--- src/rtl/mem_arbiter_if.sv ---
// Bus bundle between the two memory requesters, the arbiter and the unified memory.
// The arbiter takes the slave side; requesters and memory model take the master side.
interface mem_arbiter_if #(
    parameter int ADDR_W = 32,
    parameter int DATA_W = 32
);
    localparam int STRB_W = DATA_W / 8;

    logic              core_req;
    logic              core_we;
    logic [ADDR_W-1:0] core_addr;
    logic [DATA_W-1:0] core_wdata;
    logic [STRB_W-1:0] core_wstrb;
    logic              core_gnt;
    logic              core_rvalid;

    logic              dbg_req;
    logic              dbg_we;
    logic [ADDR_W-1:0] dbg_addr;
    logic [DATA_W-1:0] dbg_wdata;
    logic [STRB_W-1:0] dbg_wstrb;
    logic              dbg_lock;
    logic              dbg_gnt;
    logic              dbg_rvalid;

    logic [DATA_W-1:0] rdata;

    logic              mem_en;
    logic [STRB_W-1:0] mem_we;
    logic [ADDR_W-1:0] mem_addr;
    logic [DATA_W-1:0] mem_wdata;
    logic [DATA_W-1:0] mem_rdata;

    modport slave (
        input  core_req,
        input  core_we,
        input  core_addr,
        input  core_wdata,
        input  core_wstrb,
        output core_gnt,
        output core_rvalid,
        input  dbg_req,
        input  dbg_we,
        input  dbg_addr,
        input  dbg_wdata,
        input  dbg_wstrb,
        input  dbg_lock,
        output dbg_gnt,
        output dbg_rvalid,
        output rdata,
        output mem_en,
        output mem_we,
        output mem_addr,
        output mem_wdata,
        input  mem_rdata
    );

    modport master (
        output core_req,
        output core_we,
        output core_addr,
        output core_wdata,
        output core_wstrb,
        input  core_gnt,
        input  core_rvalid,
        output dbg_req,
        output dbg_we,
        output dbg_addr,
        output dbg_wdata,
        output dbg_wstrb,
        output dbg_lock,
        input  dbg_gnt,
        input  dbg_rvalid,
        input  rdata,
        input  mem_en,
        input  mem_we,
        input  mem_addr,
        input  mem_wdata,
        output mem_rdata
    );
endinterface

--- src/rtl/mem_arbiter.sv ---
// Round-robin arbiter sharing the unified memory between the core and the loader,
// with a loader burst lock and a fixed-latency read-return owner pipeline.
module mem_arbiter #(
    parameter int ADDR_W  = 32,
    parameter int DATA_W  = 32,
    parameter int MEM_LAT = 1
) (
    input logic         clk,
    input logic         rst_n,
    mem_arbiter_if.slave bus
);
    localparam int STRB_W = DATA_W / 8;

    typedef enum logic {
        OWN_CORE = 1'b0,
        OWN_DBG  = 1'b1
    } owner_t;

    owner_t            last_gnt;
    logic              locked;
    logic              lock_now;
    logic              core_gnt;
    logic              dbg_gnt;
    logic              rd_issue;
    owner_t            rd_owner;

    logic [ADDR_W-1:0] addr_sel;
    logic [DATA_W-1:0] wdata_sel;
    logic [STRB_W-1:0] we_sel;

    logic [MEM_LAT-1:0] pipe_valid;
    owner_t             pipe_owner [MEM_LAT];

    // A fresh lock request blocks the core in the same cycle it is taken,
    // and dropping dbg_lock frees the core in the same cycle.
    assign lock_now = bus.dbg_lock & (locked | bus.dbg_req);

    always_comb begin
        core_gnt = 1'b0;
        dbg_gnt  = 1'b0;
        if (!rst_n) begin
            core_gnt = 1'b0;
            dbg_gnt  = 1'b0;
        end else if (lock_now) begin
            dbg_gnt = bus.dbg_req;
        end else if (bus.core_req && bus.dbg_req) begin
            if (last_gnt == OWN_DBG) begin
                core_gnt = 1'b1;
            end else begin
                dbg_gnt = 1'b1;
            end
        end else begin
            core_gnt = bus.core_req;
            dbg_gnt  = bus.dbg_req;
        end
    end

    always_comb begin
        addr_sel  = bus.core_addr;
        wdata_sel = bus.core_wdata;
        we_sel    = '0;
        if (dbg_gnt) begin
            addr_sel  = bus.dbg_addr;
            wdata_sel = bus.dbg_wdata;
            if (bus.dbg_we) begin
                we_sel = bus.dbg_wstrb;
            end
        end else if (core_gnt) begin
            if (bus.core_we) begin
                we_sel = bus.core_wstrb;
            end
        end
    end

    assign rd_issue = (core_gnt & ~bus.core_we) | (dbg_gnt & ~bus.dbg_we);
    assign rd_owner = dbg_gnt ? OWN_DBG : OWN_CORE;

    always_ff @(posedge clk or negedge rst_n) begin
        if (!rst_n) begin
            last_gnt <= OWN_DBG;
            locked   <= 1'b0;
        end else begin
            if (core_gnt) begin
                last_gnt <= OWN_CORE;
            end else if (dbg_gnt) begin
                last_gnt <= OWN_DBG;
            end
            locked <= bus.dbg_lock & (locked | dbg_gnt);
        end
    end

    always_ff @(posedge clk or negedge rst_n) begin
        if (!rst_n) begin
            pipe_valid <= '0;
            for (int i = 0; i < MEM_LAT; i++) begin
                pipe_owner[i] <= OWN_CORE;
            end
        end else begin
            pipe_valid[0] <= rd_issue;
            pipe_owner[0] <= rd_owner;
            for (int i = 1; i < MEM_LAT; i++) begin
                pipe_valid[i] <= pipe_valid[i-1];
                pipe_owner[i] <= pipe_owner[i-1];
            end
        end
    end

    assign bus.core_gnt    = core_gnt;
    assign bus.dbg_gnt     = dbg_gnt;
    assign bus.core_rvalid = pipe_valid[MEM_LAT-1] &
                             (pipe_owner[MEM_LAT-1] == OWN_CORE);
    assign bus.dbg_rvalid  = pipe_valid[MEM_LAT-1] &
                             (pipe_owner[MEM_LAT-1] == OWN_DBG);
    assign bus.rdata       = bus.mem_rdata;

    assign bus.mem_en    = core_gnt | dbg_gnt;
    assign bus.mem_we    = we_sel;
    assign bus.mem_addr  = addr_sel;
    assign bus.mem_wdata = wdata_sel;
endmodule

--- src/flat_wrapper.sv ---
// flat-port wrapper written by rule: the top's interface ports become plain ports
module mem_arbiter_flat 
#(
    parameter int ADDR_W  = 32,
    parameter int DATA_W  = 32,
    parameter int MEM_LAT = 1
)
  (clk, rst_n, bus_core_req, bus_core_we, bus_core_addr, bus_core_wdata, bus_core_wstrb, bus_core_gnt, bus_core_rvalid, bus_dbg_req, bus_dbg_we, bus_dbg_addr, bus_dbg_wdata, bus_dbg_wstrb, bus_dbg_lock, bus_dbg_gnt, bus_dbg_rvalid, bus_rdata, bus_mem_en, bus_mem_we, bus_mem_addr, bus_mem_wdata, bus_mem_rdata);
  mem_arbiter_if #(.ADDR_W(ADDR_W), .DATA_W(DATA_W)) bus_i ();
  input logic clk;
  input logic rst_n;
  input wire logic [$bits(bus_i.core_req)-1:0] bus_core_req;
  input wire logic [$bits(bus_i.core_we)-1:0] bus_core_we;
  input wire logic [$bits(bus_i.core_addr)-1:0] bus_core_addr;
  input wire logic [$bits(bus_i.core_wdata)-1:0] bus_core_wdata;
  input wire logic [$bits(bus_i.core_wstrb)-1:0] bus_core_wstrb;
  output wire logic [$bits(bus_i.core_gnt)-1:0] bus_core_gnt;
  output wire logic [$bits(bus_i.core_rvalid)-1:0] bus_core_rvalid;
  input wire logic [$bits(bus_i.dbg_req)-1:0] bus_dbg_req;
  input wire logic [$bits(bus_i.dbg_we)-1:0] bus_dbg_we;
  input wire logic [$bits(bus_i.dbg_addr)-1:0] bus_dbg_addr;
  input wire logic [$bits(bus_i.dbg_wdata)-1:0] bus_dbg_wdata;
  input wire logic [$bits(bus_i.dbg_wstrb)-1:0] bus_dbg_wstrb;
  input wire logic [$bits(bus_i.dbg_lock)-1:0] bus_dbg_lock;
  output wire logic [$bits(bus_i.dbg_gnt)-1:0] bus_dbg_gnt;
  output wire logic [$bits(bus_i.dbg_rvalid)-1:0] bus_dbg_rvalid;
  output wire logic [$bits(bus_i.rdata)-1:0] bus_rdata;
  output wire logic [$bits(bus_i.mem_en)-1:0] bus_mem_en;
  output wire logic [$bits(bus_i.mem_we)-1:0] bus_mem_we;
  output wire logic [$bits(bus_i.mem_addr)-1:0] bus_mem_addr;
  output wire logic [$bits(bus_i.mem_wdata)-1:0] bus_mem_wdata;
  input wire logic [$bits(bus_i.mem_rdata)-1:0] bus_mem_rdata;
  assign bus_i.core_req = bus_core_req;
  assign bus_i.core_we = bus_core_we;
  assign bus_i.core_addr = bus_core_addr;
  assign bus_i.core_wdata = bus_core_wdata;
  assign bus_i.core_wstrb = bus_core_wstrb;
  assign bus_core_gnt = bus_i.core_gnt;
  assign bus_core_rvalid = bus_i.core_rvalid;
  assign bus_i.dbg_req = bus_dbg_req;
  assign bus_i.dbg_we = bus_dbg_we;
  assign bus_i.dbg_addr = bus_dbg_addr;
  assign bus_i.dbg_wdata = bus_dbg_wdata;
  assign bus_i.dbg_wstrb = bus_dbg_wstrb;
  assign bus_i.dbg_lock = bus_dbg_lock;
  assign bus_dbg_gnt = bus_i.dbg_gnt;
  assign bus_dbg_rvalid = bus_i.dbg_rvalid;
  assign bus_rdata = bus_i.rdata;
  assign bus_mem_en = bus_i.mem_en;
  assign bus_mem_we = bus_i.mem_we;
  assign bus_mem_addr = bus_i.mem_addr;
  assign bus_mem_wdata = bus_i.mem_wdata;
  assign bus_i.mem_rdata = bus_mem_rdata;
  mem_arbiter #(.ADDR_W(ADDR_W), .DATA_W(DATA_W), .MEM_LAT(MEM_LAT)) u_core (.clk(clk), .rst_n(rst_n), .bus(bus_i));
endmodule
--- config.mk ---
export PLATFORM = sky130hd
export DESIGN_NAME = mem_arbiter_flat
export DESIGN_NICKNAME = d
export VERILOG_FILES = /design/src/rtl/mem_arbiter_if.sv /design/src/rtl/mem_arbiter.sv /design/src/flat_wrapper.sv
export SDC_FILE = /design/constraint.sdc
export NUM_CORES = 1
export LEC_CHECK = 0
export CAP_MARGIN = 20
export CORE_AREA = 2 2 110 112
export CTS_CLUSTER_DIAMETER = 30
export DETAILED_ROUTE_END_ITERATION = 8
export DIE_AREA = 0 0 112 114
export DONT_BUFFER_PORTS = 1
export PLACE_DENSITY = 0.3
export SLEW_MARGIN = 20
export SYNTH_ARGS = -nofsm -noshare
export SYNTH_HDL_FRONTEND = slang
export SYNTH_SLANG_ARGS = --single-unit
--- constraint.sdc ---
create_clock -name clk -period 1.35 [get_ports clk]
set_input_delay 0.0675 -clock clk [delete_from_list [all_inputs] [get_ports clk]]
set_output_delay 0.0675 -clock clk [all_outputs]
set_load 0.005 [all_outputs]
# [Word level (Yosys, flattened, before mapping)]
# Cells that the tools add are included.
[totals] elab_cells=36 register_bits=4 input_bits=175
[op_classes] n_reduce_logical=2 muxes=17 bitwise_logic=13
[op_table] op="two-way mux 32 bit" n=2
[op_table] op="two-way mux 4 bit" n=4
[op_table] op="two-way mux 1 bit" n=11
[op_table] op="AND 1 bit" n=6
[op_table] op="bitwise OR 1 bit" n=4
[op_table] op="inverter 1 bit" n=3
[op_table] op="nonzero test 2 bit" n=1
[op_table] op="logical AND 1 bit" n=1

# [Depth between registers and ports, before layout]
# Gate-level depths: netlist of the first run.
[logic_depth] word_depth=6 ltp_mapped=7

# [Worst setup path before layout of the first run]
# Ideal clock, no wire load.
[synth_path] path_type="reg-to-output" startpoint="register u_core.last_gnt" endpoint="output port bus_mem_we[0]" arrival_time_ns=1.156 path_buffers=1 required_ns=1.283 stages_incl_launch_ff=5 path_slack_ns=0.126 path_cell_list="dfstp_2 a31o_4 clkinv_2 buf_6 a32o_1"
[synth_between] elab_chain_cells=6
[synth_lines] element="start, declared" line="mem_arbiter.sv:19" text="owner_t last_gnt;"
[synth_lines] element="start signal, assigned" line="mem_arbiter.sv:80" text="last_gnt <= OWN_DBG;"
[synth_lines] element="start signal, assigned" line="mem_arbiter.sv:84" text="last_gnt <= OWN_CORE;"
[synth_lines] element="start signal, assigned" line="mem_arbiter.sv:86" text="last_gnt <= OWN_DBG;"
[synth_lines] element="two-way mux 1 bit" line="mem_arbiter.sv:47" text="if (last_gnt == OWN_DBG) begin"
[synth_lines] element="two-way mux 1 bit" line="mem_arbiter.sv:46" text="end else if (bus.core_req && bus.dbg_req) begin"
[synth_lines] element="two-way mux 1 bit" line="mem_arbiter.sv:44" text="end else if (lock_now) begin"
[synth_lines] element="two-way mux 1 bit" line="mem_arbiter.sv:41" text="if (!rst_n) begin"
[synth_lines] element="two-way mux 4 bit" line="mem_arbiter.sv:68" text="end else if (core_gnt) begin"
[synth_lines] element="two-way mux 4 bit *" line="mem_arbiter.sv:62" text="if (dbg_gnt) begin"
[synth_lines] element="end, declared" line="flat_wrapper.sv:29" text="output wire logic [$bits(bus_i.mem_we)-1:0] bus_mem_we;"
# Every way passes the cells marked *; elsewhere a longest branch is shown, timed or not.

# [Worst setup path in the final report of the first run]
[layout_path] startpoint="register u_core.last_gnt" endpoint="output port bus_mem_addr[29]"
[layout_between] elab_chain_cells=5
[layout_lines] element="two-way mux 1 bit" line="mem_arbiter.sv:47"
[layout_lines] element="two-way mux 1 bit" line="mem_arbiter.sv:46"
[layout_lines] element="two-way mux 1 bit" line="mem_arbiter.sv:44"
[layout_lines] element="two-way mux 1 bit" line="mem_arbiter.sv:41"
[layout_lines] element="two-way mux 32 bit" line="mem_arbiter.sv:62"
[layout_lines] element="end, declared" line="flat_wrapper.sv:30" text="output wire logic [$bits(bus_i.mem_addr)-1:0] bus_mem_addr;"
# No other way between the ends.

==> key figures, run 1 <==
Min path
  • Hold path start: rst_n
  • Hold Path Stages: 2
  • Worst Hold Endpoint: u_core.last_gnt$_DFFE_PN1P_
  • Worst Hold Class: input port to flip-flop

Floorplan
  • Die W: 112 um
  • CORE AREA: roughly 12000 um2
  • Die height: between 100 and 150 um
  • Number of core rows: 40
  • Die Area: ~13000 um2
  • Initial Util: 0.1100
  • Io pins: 280

Run status
  • Status: finished, violations left
  • Failing checks: negative setup slack

Finish
  • Diodes inserted: 0
  • Syn-to-layout area delta: 11.16%
  • Finished Layout Cells: about 380
  • Net count, final: roughly 400
  • Layout cell share with drive strength beyond 1: 0.1039

Pwr
  • Worst IR Drop VDD: between 0.6 and 0.7 mV
  • Internal power: between 600 and 700 uW
  • Comb power frac: 0.391
  • Power Density: roughly 720 nW/um2
  • Clk pwr share: 0.471
  • Pleak: just over 0.0008 uW
  • Part of the power in registers: 0.138
  • Sw Ratio: 0.3365
  • Net switching power: ~350 uW

Timing
  • Clock Skew: 4.952 ps
  • RSZ-0062 raised after global routing: yes
  • Fin. Hold Viols: 0
  • Slew of the pin with the lowest slew margin: 247.4 ps
  • Worst hold slack: a little over 0.9 ps
  • Slew headroom: 0.8345
  • Final setup viols: 69
  • Tmin final: 1470 ps
  • Setup WS post-layout: -119.8 ps
  • Final slew viol count: 0
  • Max Freq: between 0.6 and 0.7 GHz
  • Crit share post-route: 1.089

Worst setup path
  • FF-to-FF setup slack: approximately 140 ps
  • Startpoint types: flip-flop
  • Cells on worst reg2reg path: 3
  • Worst R2R Start: u_core.last_gnt$_DFFE_PN1P_
  • CP max stage delay: ~540 ps
  • Crit-path leading delay family: flip-flops
  • Crit end category: output pin
  • Reg-to-reg endpoint: u_core.pipe_valid$_DFF_PN0_
  • CP Buf/Inv Count: 1
  • CP cell instances: a31o_4, buf_12, nand2_1, nand2_2
  • Worst EP arrival: approximately 1400 ps
  • Worst EP required: 1280 ps
  • Maximum fanout along the worst path: 40
  • Setup Crit Path Kind: flip-flop to output pin
  • Slowest CP cell: dfstp_2

Synth
  • Post-synthesis sequential area ratio: 0.07864
  • Average cell area after synthesis: 4.900 um2
  • Seq cells post-synth: 4
  • Synth warn: 0
  • Post-synth top flop: dfrtp_1
  • Commonest cells post-synth: nand2_1 (194), buf_4 (32), buf_2 (9)
  • Cell taking the most area after synthesis: nand2_1
  • Post-Syn Instances: 263
  • Ranking of synthesized cells by area: nand2_1 (57%), buf_4 (19%), dfrtp_1 (5.8%), buf_2 (3.5%), a32o_1 (3.1%)
  • Number of flops mapped to enable cells by yosys: 0
  • Most numerous cell in the Yosys netlist: nand2_1
  • Yosys cell types: 18
  • Post-synthesis cell area: approximately 1300 um2
  • Yosys top cell area share: 0.5650
  • Synth async-reset ratio: 1.000
  • Synth Net Count: 438

Clock network
  • CTS tree: yes
  • Clk slew on worst S/H paths: 30 ps
  • CTS HTree Levels: 1
  • Clk sinks: 4
  • Cts bufs inserted: 3
  • Worst skew pair latency: roughly 230 ps
  • Setup repair bufs after CTS: 0
  • Max Root-Sink Buffers: 2
  • CTS root buf: clkbuf_16

Global routing
  • GRT Util Overall: 0.05598
  • First-pass GRT wire length: 5.692 mm
  • Pin count of the biggest net entering global routing: 41
  • Grt total ovfl: 0
  • Initial antenna violation count: 0
  • Vias in the first global route: between 1k and 1.5k

Placement
  • Cells after DPL: between 300 and 400
  • PortBufs: 0
  • GP Congestion: 0.6840
  • DP HPWL: approximately 3.9 mm

Route
  • WL final: 4.872 mm
  • First-pass DRT Iterations: 4
  • Routed WL per cell: approximately 13 um
  • Final ANT Viol Nets: 0
  • Via density: 3.974
  • Via count: between 1.5k and 2k
  • DRC: 0
  • Number of DRC markers in iteration 0: between 40 and 50

Job
  • Max Cap Viol: 0
==> stage by stage <==
step                  util  TNS [ps]  setup WS (ps)  power, uW  instance area, um2
floorplan                -         0          126.2      507.6                1289
global placement    0.1026         0          60.82      484.7                1201
detailed placement  0.1026         0          27.86      486.3                1201
CTS                 0.1147     -7269         -128.1      997.9                1344
global route        0.1223     -9429         -162.0       1082                1433
finish              0.1223     -5857         -119.8       1028                1433
==> power groups by stage <==
stage / Clock, uW / Combinational, uW / Sequential, uW
finish: 485 / 402 / 142
floorplan: 0 / 366 / 141
global route: 492 / 446 / 143
CTS: 491 / 365 / 142
global placement: 0 / 342 / 143
detailed placement: 0 / 343 / 143
==> routing by layer <==
metal | global-route usage | up-vias | routed length (um)
met5 | 0 | - | 0
li1 | - | 702 | -
met4 | 0.01707 | 0 | 42
met3 | 0.02125 | 9 | 698
met1 | 0.04826 | 637 | 1402
met2 | 0.1172 | 154 | 2728
==> final cells by class <==
cell class	count	area, um2
fill	1373	10280
multi-input combinational	210	877.1
tap	147	183.9
timing repair buffer	10	172.7
sequential	4	101.3
clock buffer	4	78.83
inverter	3	18.77
==> layout by cell type, fill, tap and decap left out <==
cell,count
a21oi_1,2
o22ai_2,1
buf_8,1
dlygate4sd3_1,4
nor2b_1,2
clkbuf_16,5
inv_8,1
a31o_4,1
buf_12,2
a32o_2,4
o22ai_1,1
nand2_1,188
and4_4,1
nand2_2,6
and2_1,1
nor2_1,2
dfrtp_1,3
nand3_1,1
clkbuf_1,1
inv_1,2
dfstp_2,1
buf_16,1
==> how the worst max path moves through the flow <==
stage	start	to	slack, ps	cells after the start
6_report	u_core.last_gnt$_DFFE_PN1P_	bus_mem_addr[29]	-120	4
2_1_floorplan	u_core.last_gnt$_DFFE_PN1P_	bus_mem_we[0]	130	4
3_3_place_gp	u_core.last_gnt$_DFFE_PN1P_	bus_mem_wdata[31]	60	5
3_5_place_dp	u_core.last_gnt$_DFFE_PN1P_	bus_mem_wdata[14]	30	5
4_1_cts	u_core.last_gnt$_DFFE_PN1P_	bus_mem_addr[29]	-130	5
5_1_grt	u_core.last_gnt$_DFFE_PN1P_	bus_mem_addr[0]	-160	4
==> worst reg2reg max path: stages (launching register included) <==
cell     delay, ps
dfstp_2        540
a31o_4         220
buf_8          200
o22ai_1        120
==> timing repair <==
| item | in CTS | in global routing |
|---|---|---|
| pin swaps | 1 | 2 |
| hold buffers | 4 | 0 |
| gates resized for setup | 9 | 11 |
| gates cloned | 0 | 2 |
| hold endpoints to repair | 6 | 0 |
| endpoints found under the setup margin | 70 | 70 |
==> state kept, by name, summed over array words and instances (netlist names) <==
register	flops
u_core.pipe_valid	1
u_core.last_gnt	1
u_core.locked	1
u_core.pipe_owner	1
==> kinds of logic (layout without fill, tap and decap cells) <==
logic type,Yosys count,count (layout),synth area share
compound gates,9,9,0.06214
simple gates,201,201,0.5961
flops,4,4,0.07864
buf+inv,49,17,0.2631
(Power assumes the default switching activity.)
==> inputs of run 2 (changes only) <==
- CTS_CLUSTER_DIAMETER: 30 -> 150
- PLACE_DENSITY: 0.3 -> not set
==> key figures, run 2 (same netlist as run 1, synthesis figures left out) <==
Run status
  • Status: finished, violations left
  • Failing checks: negative hold slack, negative setup slack

Min path
  • Worst Hold Class: input port to flip-flop
  • Hold Path Stages: 2 (unchanged)
  • Hold path start: bus_dbg_req

Finish
  • Syn-to-layout area delta: 15.92%
  • Diodes inserted: 0 (unchanged)
  • Final instance area: 1494 um2 (+4.3%)
  • Layout cell share with drive strength beyond 1: 0.1368 (+0.03286)
  • Most frequent cells in the layout: nand2_1 (183), nand2_2 (11), clkbuf_16 (5)
  • Net count, final: 410 (+0.74%)
  • Final Core Density: 0.1276 (+0.005235)
  • Commonest non-fill, non-tap cell in the layout: nand2_1

Clock network
  • CTS root buf: clkbuf_16
  • Cts bufs inserted: 3 (unchanged)
  • Clk sinks: 4 (unchanged)
  • Clk slew on worst S/H paths: 30 ps (about the same)
  • CTS tree: yes
  • Max Root-Sink Buffers: 2 (unchanged)
  • Worst skew pair latency: 230 ps (about the same)
  • CTS HTree Levels: 1 (unchanged)

Timing
  • Setup WS post-layout: -167.1 ps (-47.30 ps)
  • Max Freq: 0.6592 GHz (-3.1%)
  • Crit share post-route: 1.124 (+0.03504)
  • Clock Skew: 1.485 ps (-3.467 ps)
  • Fin. Hold Viols: 1 (+1)
  • Worst hold slack: -0.2202 ps (-1.150 ps)
  • Slew of the pin with the lowest slew margin: 220.3 ps (-27.13 ps)
  • Final setup viols: 69 (unchanged)
  • RSZ-0062 raised after global routing: yes
  • Setup TNS: -9259 ps (-3402 ps)
  • Tmin final: 1517 ps (+47.30 ps)
  • Slew headroom: 0.8531 (+0.01863)
  • Final slew viol count: 0 (unchanged)

Worst setup path
  • Worst Setup SP: u_core.last_gnt$_DFFE_PN1P_
  • Setup crit end: bus_mem_we[1]
  • Setup Crit Path Kind: flip-flop to output pin
  • Cells on worst reg2reg path: 5 (+2)
  • Reg-to-reg endpoint: u_core.pipe_valid$_DFF_PN0_
  • Crit end category: output pin
  • Worst R2R Start: u_core.last_gnt$_DFFE_PN1P_
  • Worst EP arrival: 1450 ps (+50 ps)
  • Startpoint types: flip-flop
  • Maximum fanout along the worst path: 6 (-85%)
  • FF-to-FF setup slack: 50 ps (-90 ps)
  • Worst EP required: 1280 ps (about the same)

Floorplan
  • Die height: 114 um (unchanged)
  • Initial Util: 0.1100 (unchanged)
  • Die W: 112 um (unchanged)
  • Number of core rows: 40 (unchanged)
  • Io pins: 280 (unchanged)
  • Die Area: 12770 um2 (unchanged)
  • CORE AREA: 11710 um2 (unchanged)

Job
  • Max Cap Viol: 0 (unchanged)

Placement
  • Area post-placement: 1214 um2 (+1.0%)
  • PortBufs: 0 (unchanged)
  • GP Congestion: 0.8087 (+18%)
  • DP HPWL: 3.810 mm (-1.4%)

Route
  • First-pass DRT Iterations: 4 (unchanged)
  • Number of DRC markers in iteration 0: 94 (+110%)
  • Final ANT Viol Nets: 0 (unchanged)
  • Routed WL per cell: 13.66 um (+6.0%)
  • Via count: 1541 (+2.6%)
  • Via density: 4.045 (+1.8%)
  • DRC: 0 (unchanged)
  • WL final: 5.204 mm (+6.8%)

Global routing
  • GRT Util Overall: 0.06232 (+0.006341)
  • Initial antenna violation count: 0 (unchanged)
  • First-pass GRT wire length: 6.154 mm (+8.1%)
  • Pin count of the biggest net entering global routing: 39 (-4.9%)
  • Vias in the first global route: 1204 (+0.50%)
  • Grt total ovfl: 0 (unchanged)

Pwr
  • Worst IR Drop VDD: 0.8201 mV (+33%)
  • Sw Ratio: 0.3345 (-0.001939)
  • Pleak: 0.0008332 uW (+2.5%)
  • Comb power frac: 0.409 (+0.018)
  • Internal power: 703.4 uW (+3.1%)
  • Part of the power in registers: 0.134 (-0.004)
  • Clk pwr share: 0.457 (-0.014)
  • Net switching power: 353.6 uW (+2.2%)
  • Power Density: 707.5 nW/um2 (-1.4%)
  • PnR Total Power: 1057 uW (+2.8%)
-- run 2: area by class of cell --
cell class | instances | area [um2]
clock buffer | 4 | 78.83
fill | 1367 | 10220
inverter | 3 | 18.77
multi-input combinational | 210 | 880.8
sequential | 4 | 101.3
tap | 147 | 183.9
timing repair buffer | 13 | 230.2
-- run 2: timing repair --
| action | CTS | global route |
|---|---|---|
| resized for setup | 5 | 16 |
| buffers inserted | 0 | 2 |
| gates cloned | 2 | 2 |
| hold buffers | 3 | 0 |
| pin swaps | 0 | 4 |
| endpoints found under the setup margin | 69 | 70 |
| hold endpoints to repair | 6 | 0 |
-- run 2: through the flow --
stage               std cells  hold WS [ps]  setup slack (ps)
finish                    381       -0.2202            -167.1
global route              381         5.780            -223.1
CTS                       377         3.147            -217.3
detailed placement        368        -227.9             9.689
global placement          368        -227.9             24.97
floorplan                 263        -228.1             126.2
-- run 2: worst min-delay path by stage --
stage / endpoint / slack [ps]
3_3_place_gp: u_core.locked$_DFF_PN0_ / -230
6_report: u_core.locked$_DFF_PN0_ / -0.2
4_1_cts: u_core.locked$_DFF_PN0_ / 3
2_1_floorplan: u_core.locked$_DFF_PN0_ / -230
3_5_place_dp: u_core.pipe_valid$_DFF_PN0_ / -230
5_1_grt: u_core.locked$_DFF_PN0_ / 6
-- run 2: power groups by stage --
stage	registers, uW	clock network (uW)	logic (uW)
after global routing	143	505	477
after global placement	142	0	343
after CTS	142	484	398
after floorplan	141	0	366
after detailed placement	143	0	347
final	142	483	432
-- run 2: layer usage --
metal / track usage / share of wire / vias to the layer above
met3: 0.01010 / 0.095 / 15
met1: 0.06812 / 0.37 / 673
met4: 0.02520 / 0.021 / 0
met2: 0.1196 / 0.51 / 144
li1: - / - / 709
met5: 0 / 0 / -
-- run 2: worst max-delay path, stage by stage (launching register included) --
cell and delay (ps):
dfstp_2 540, a31o_4 210, inv_8 60, buf_12 130, a32o_2 270
==> inputs of run 3 (changes only) <==
- CORE_AREA: 2 2 110 112 -> 2 2 109 111
- DIE_AREA: 0 0 112 114 -> 0 0 111 113
- MAX_ROUTING_LAYER: not set -> met4
==> key figures, run 3 (same netlist as run 1, synthesis figures left out) <==
Global routing
  • First-pass GRT wire length: 5.257 mm (-15%)
  • Grt total ovfl: 0 (unchanged)
  • Vias in the first global route: 1095 (-9.1%)
  • Pin count of the biggest net entering global routing: 67 (+72%)
  • GRT Util Overall: 0.05378 (-0.008541)
  • Initial antenna violation count: 0 (unchanged)

Timing
  • Fin. Hold Viols: 0 (-1)
  • Setup WS post-layout: -163.2 ps (+3.923 ps)
  • Crit share post-route: 1.121 (-0.002906)
  • Clock Skew: 1.720 ps (+0.2348 ps)
  • Max Freq: 0.6609 GHz (+0.26%)
  • Slew of the pin with the lowest slew margin: 179.0 ps (-41.34 ps)
  • Final slew viol count: 0 (unchanged)
  • Tmin final: 1513 ps (-3.923 ps)
  • Slew headroom: 0.8807 (+0.02756)
  • RSZ-0062 raised after global routing: yes
  • Final setup viols: 69 (unchanged)

Min path
  • Hold path start: rst_n
  • Hold Path Stages: 2 (unchanged)
  • Worst Hold Endpoint: u_core.last_gnt$_DFFE_PN1P_
  • Worst Hold Class: input port to flip-flop

Floorplan
  • Initial Util: 0.1143 (+0.004287)
  • Die W: 111 um (-0.89%)
  • Io pins: 280 (unchanged)
  • Die Area: 12540 um2 (-1.8%)
  • Die height: 113 um (-0.88%)
  • CORE AREA: 11270 um2 (-3.7%)
  • Number of core rows: 39 (-2.5%)

Placement
  • PortBufs: 0 (unchanged)
  • GP Congestion: 0.7478 (-7.5%)
  • DP HPWL: 3.451 mm (-9.4%)

Clock network
  • Clk sinks: 4 (unchanged)
  • CTS root buf: clkbuf_16
  • CTS HTree Levels: 1 (unchanged)
  • Max Root-Sink Buffers: 2 (unchanged)
  • Cts bufs inserted: 3 (unchanged)
  • Clk slew on worst S/H paths: 30 ps (about the same)
  • CTS tree: yes
  • Worst skew pair latency: 230 ps (about the same)

Worst setup path
  • Crit path top cell by count: nand2_1
  • Slowest CP cell: dfstp_2
  • Setup Crit Path Kind: flip-flop to output pin
  • FF-to-FF setup slack: 30 ps (-20 ps)
  • Cells on worst reg2reg path: 3 (-2)
  • Worst R2R Start: u_core.last_gnt$_DFFE_PN1P_
  • Maximum fanout along the worst path: 33 (+27)
  • Worst Setup SP: u_core.last_gnt$_DFFE_PN1P_
  • Reg-to-reg endpoint: u_core.pipe_valid$_DFF_PN0_
  • Worst EP arrival: 1450 ps (about the same)
  • Worst EP required: 1280 ps (about the same)
  • Crit end category: output pin
  • Startpoint types: flip-flop
  • CP max stage delay: 540 ps (about the same)
  • CP cell instances: a31o_4, clkbuf_16, nand2_1, nand2_1

Pwr
  • Power Density: 713.5 nW/um2 (+0.84%)
  • Internal power: 700.4 uW (-0.42%)
  • Comb power frac: 0.417 (+0.008)
  • Worst IR Drop VDD: 0.7880 mV (-3.9%)
  • Part of the power in registers: 0.132 (-0.002)
  • PnR Total Power: 1072 uW (+1.4%)
  • Clk pwr share: 0.451 (-0.006)
  • Net switching power: 371.7 uW (+5.1%)
  • Pleak: 0.0008454 uW (+1.5%)
  • Sw Ratio: 0.3467 (+0.01217)

Job
  • Max Cap Viol: 0 (unchanged)

Route
  • First-pass DRT Iterations: 4 (unchanged)
  • WL final: 5.278 mm (+1.4%)
  • Number of DRC markers in iteration 0: 114 (+21%)
  • Via density: 4.013 (-0.78%)
  • Via count: 1517 (-1.6%)
  • Final ANT Viol Nets: 0 (unchanged)
  • Routed WL per cell: 13.96 um (+2.2%)
  • DRC: 0 (unchanged)

Finish
  • Syn-to-layout area delta: 16.60%
  • Most frequent cells in the layout: nand2_1 (182), nand2_2 (12), clkbuf_16 (6), dlygate4sd3_1 (6)
  • Layout cell share with drive strength beyond 1: 0.1277 (-0.009093)
  • Final Core Density: 0.1333 (+0.005747)
  • Net count, final: 411 (+0.24%)
  • Commonest non-fill, non-tap cell in the layout: nand2_1
  • Diodes inserted: 0 (unchanged)

Run status
  • Failing checks: negative setup slack
  • Status: finished, violations left
==> run 3: repair_timing <==
action | CTS | global route
endpoints found under the hold margin | 6 | 3
resized for setup | 18 | 7
setup buffers | 0 | 0
gates cloned | 0 | 4
pin swaps | 1 | 3
setup endpoints to repair | 70 | 71
hold buffers | 5 | 2
==> run 3: area by class of cell <==
class,count,area (um2)
repair buffers,14,234.0
multi-input cells,210,890.9
inverters,3,18.77
well taps,143,178.9
flip-flops and latches,4,101.3
clock buffers,4,78.83
fillers,1306,9769
==> run 3: worst max-delay path by stage <==
stage	slack, ps	end
2_1_floorplan	130	bus_mem_we[0]
3_3_place_gp	40	bus_mem_wdata[28]
3_5_place_dp	5	bus_mem_wdata[28]
4_1_cts	-170	bus_mem_addr[24]
5_1_grt	-210	bus_mem_wdata[5]
6_report	-160	bus_mem_wdata[7]
==> run 3: critical path: cells and delay by family, from the launching register on <==
family	cells	cell delay, ps
compound gates	1	240
buf+inv	1	250
flops	1	540
simple gates	2	160
==> run 3: metrics by stage <==
step	area (um2)	hold slack (ps)	cells	setup TNS, ps	worst slack, ps
2_1_floorplan	1289	-228.1	263	0	126.2
3_3_place_gp	1189	-227.9	363	0	43.26
3_5_place_dp	1189	-227.9	363	0	5.387
4_1_cts	1370	2.278	372	-9459	-167.3
5_1_grt	1503	24.24	378	-12770	-210.1
6_report	1503	7.494	378	-9330	-163.2
==> run 3: power by group through the flow <==
| stage | sequential (uW) | combinational [uW] | clock [uW] |
|---|---|---|---|
| finish | 142 | 447 | 483 |
| global route | 143 | 481 | 498 |
| CTS | 141 | 381 | 494 |
| detailed placement | 143 | 345 | 0 |
| global placement | 142 | 339 | 0 |
| floorplan | 141 | 366 | 0 |
==> run 3: routing by layer <==
metal  vias to the layer above  GRT usage  part of all wire
met4                         0    0.02167             0.015
met5                         -          -                 0
met3                        12    0.01232              0.13
met2                       167    0.09530              0.49
li1                        711          -                 -
met1                       627    0.05846              0.37
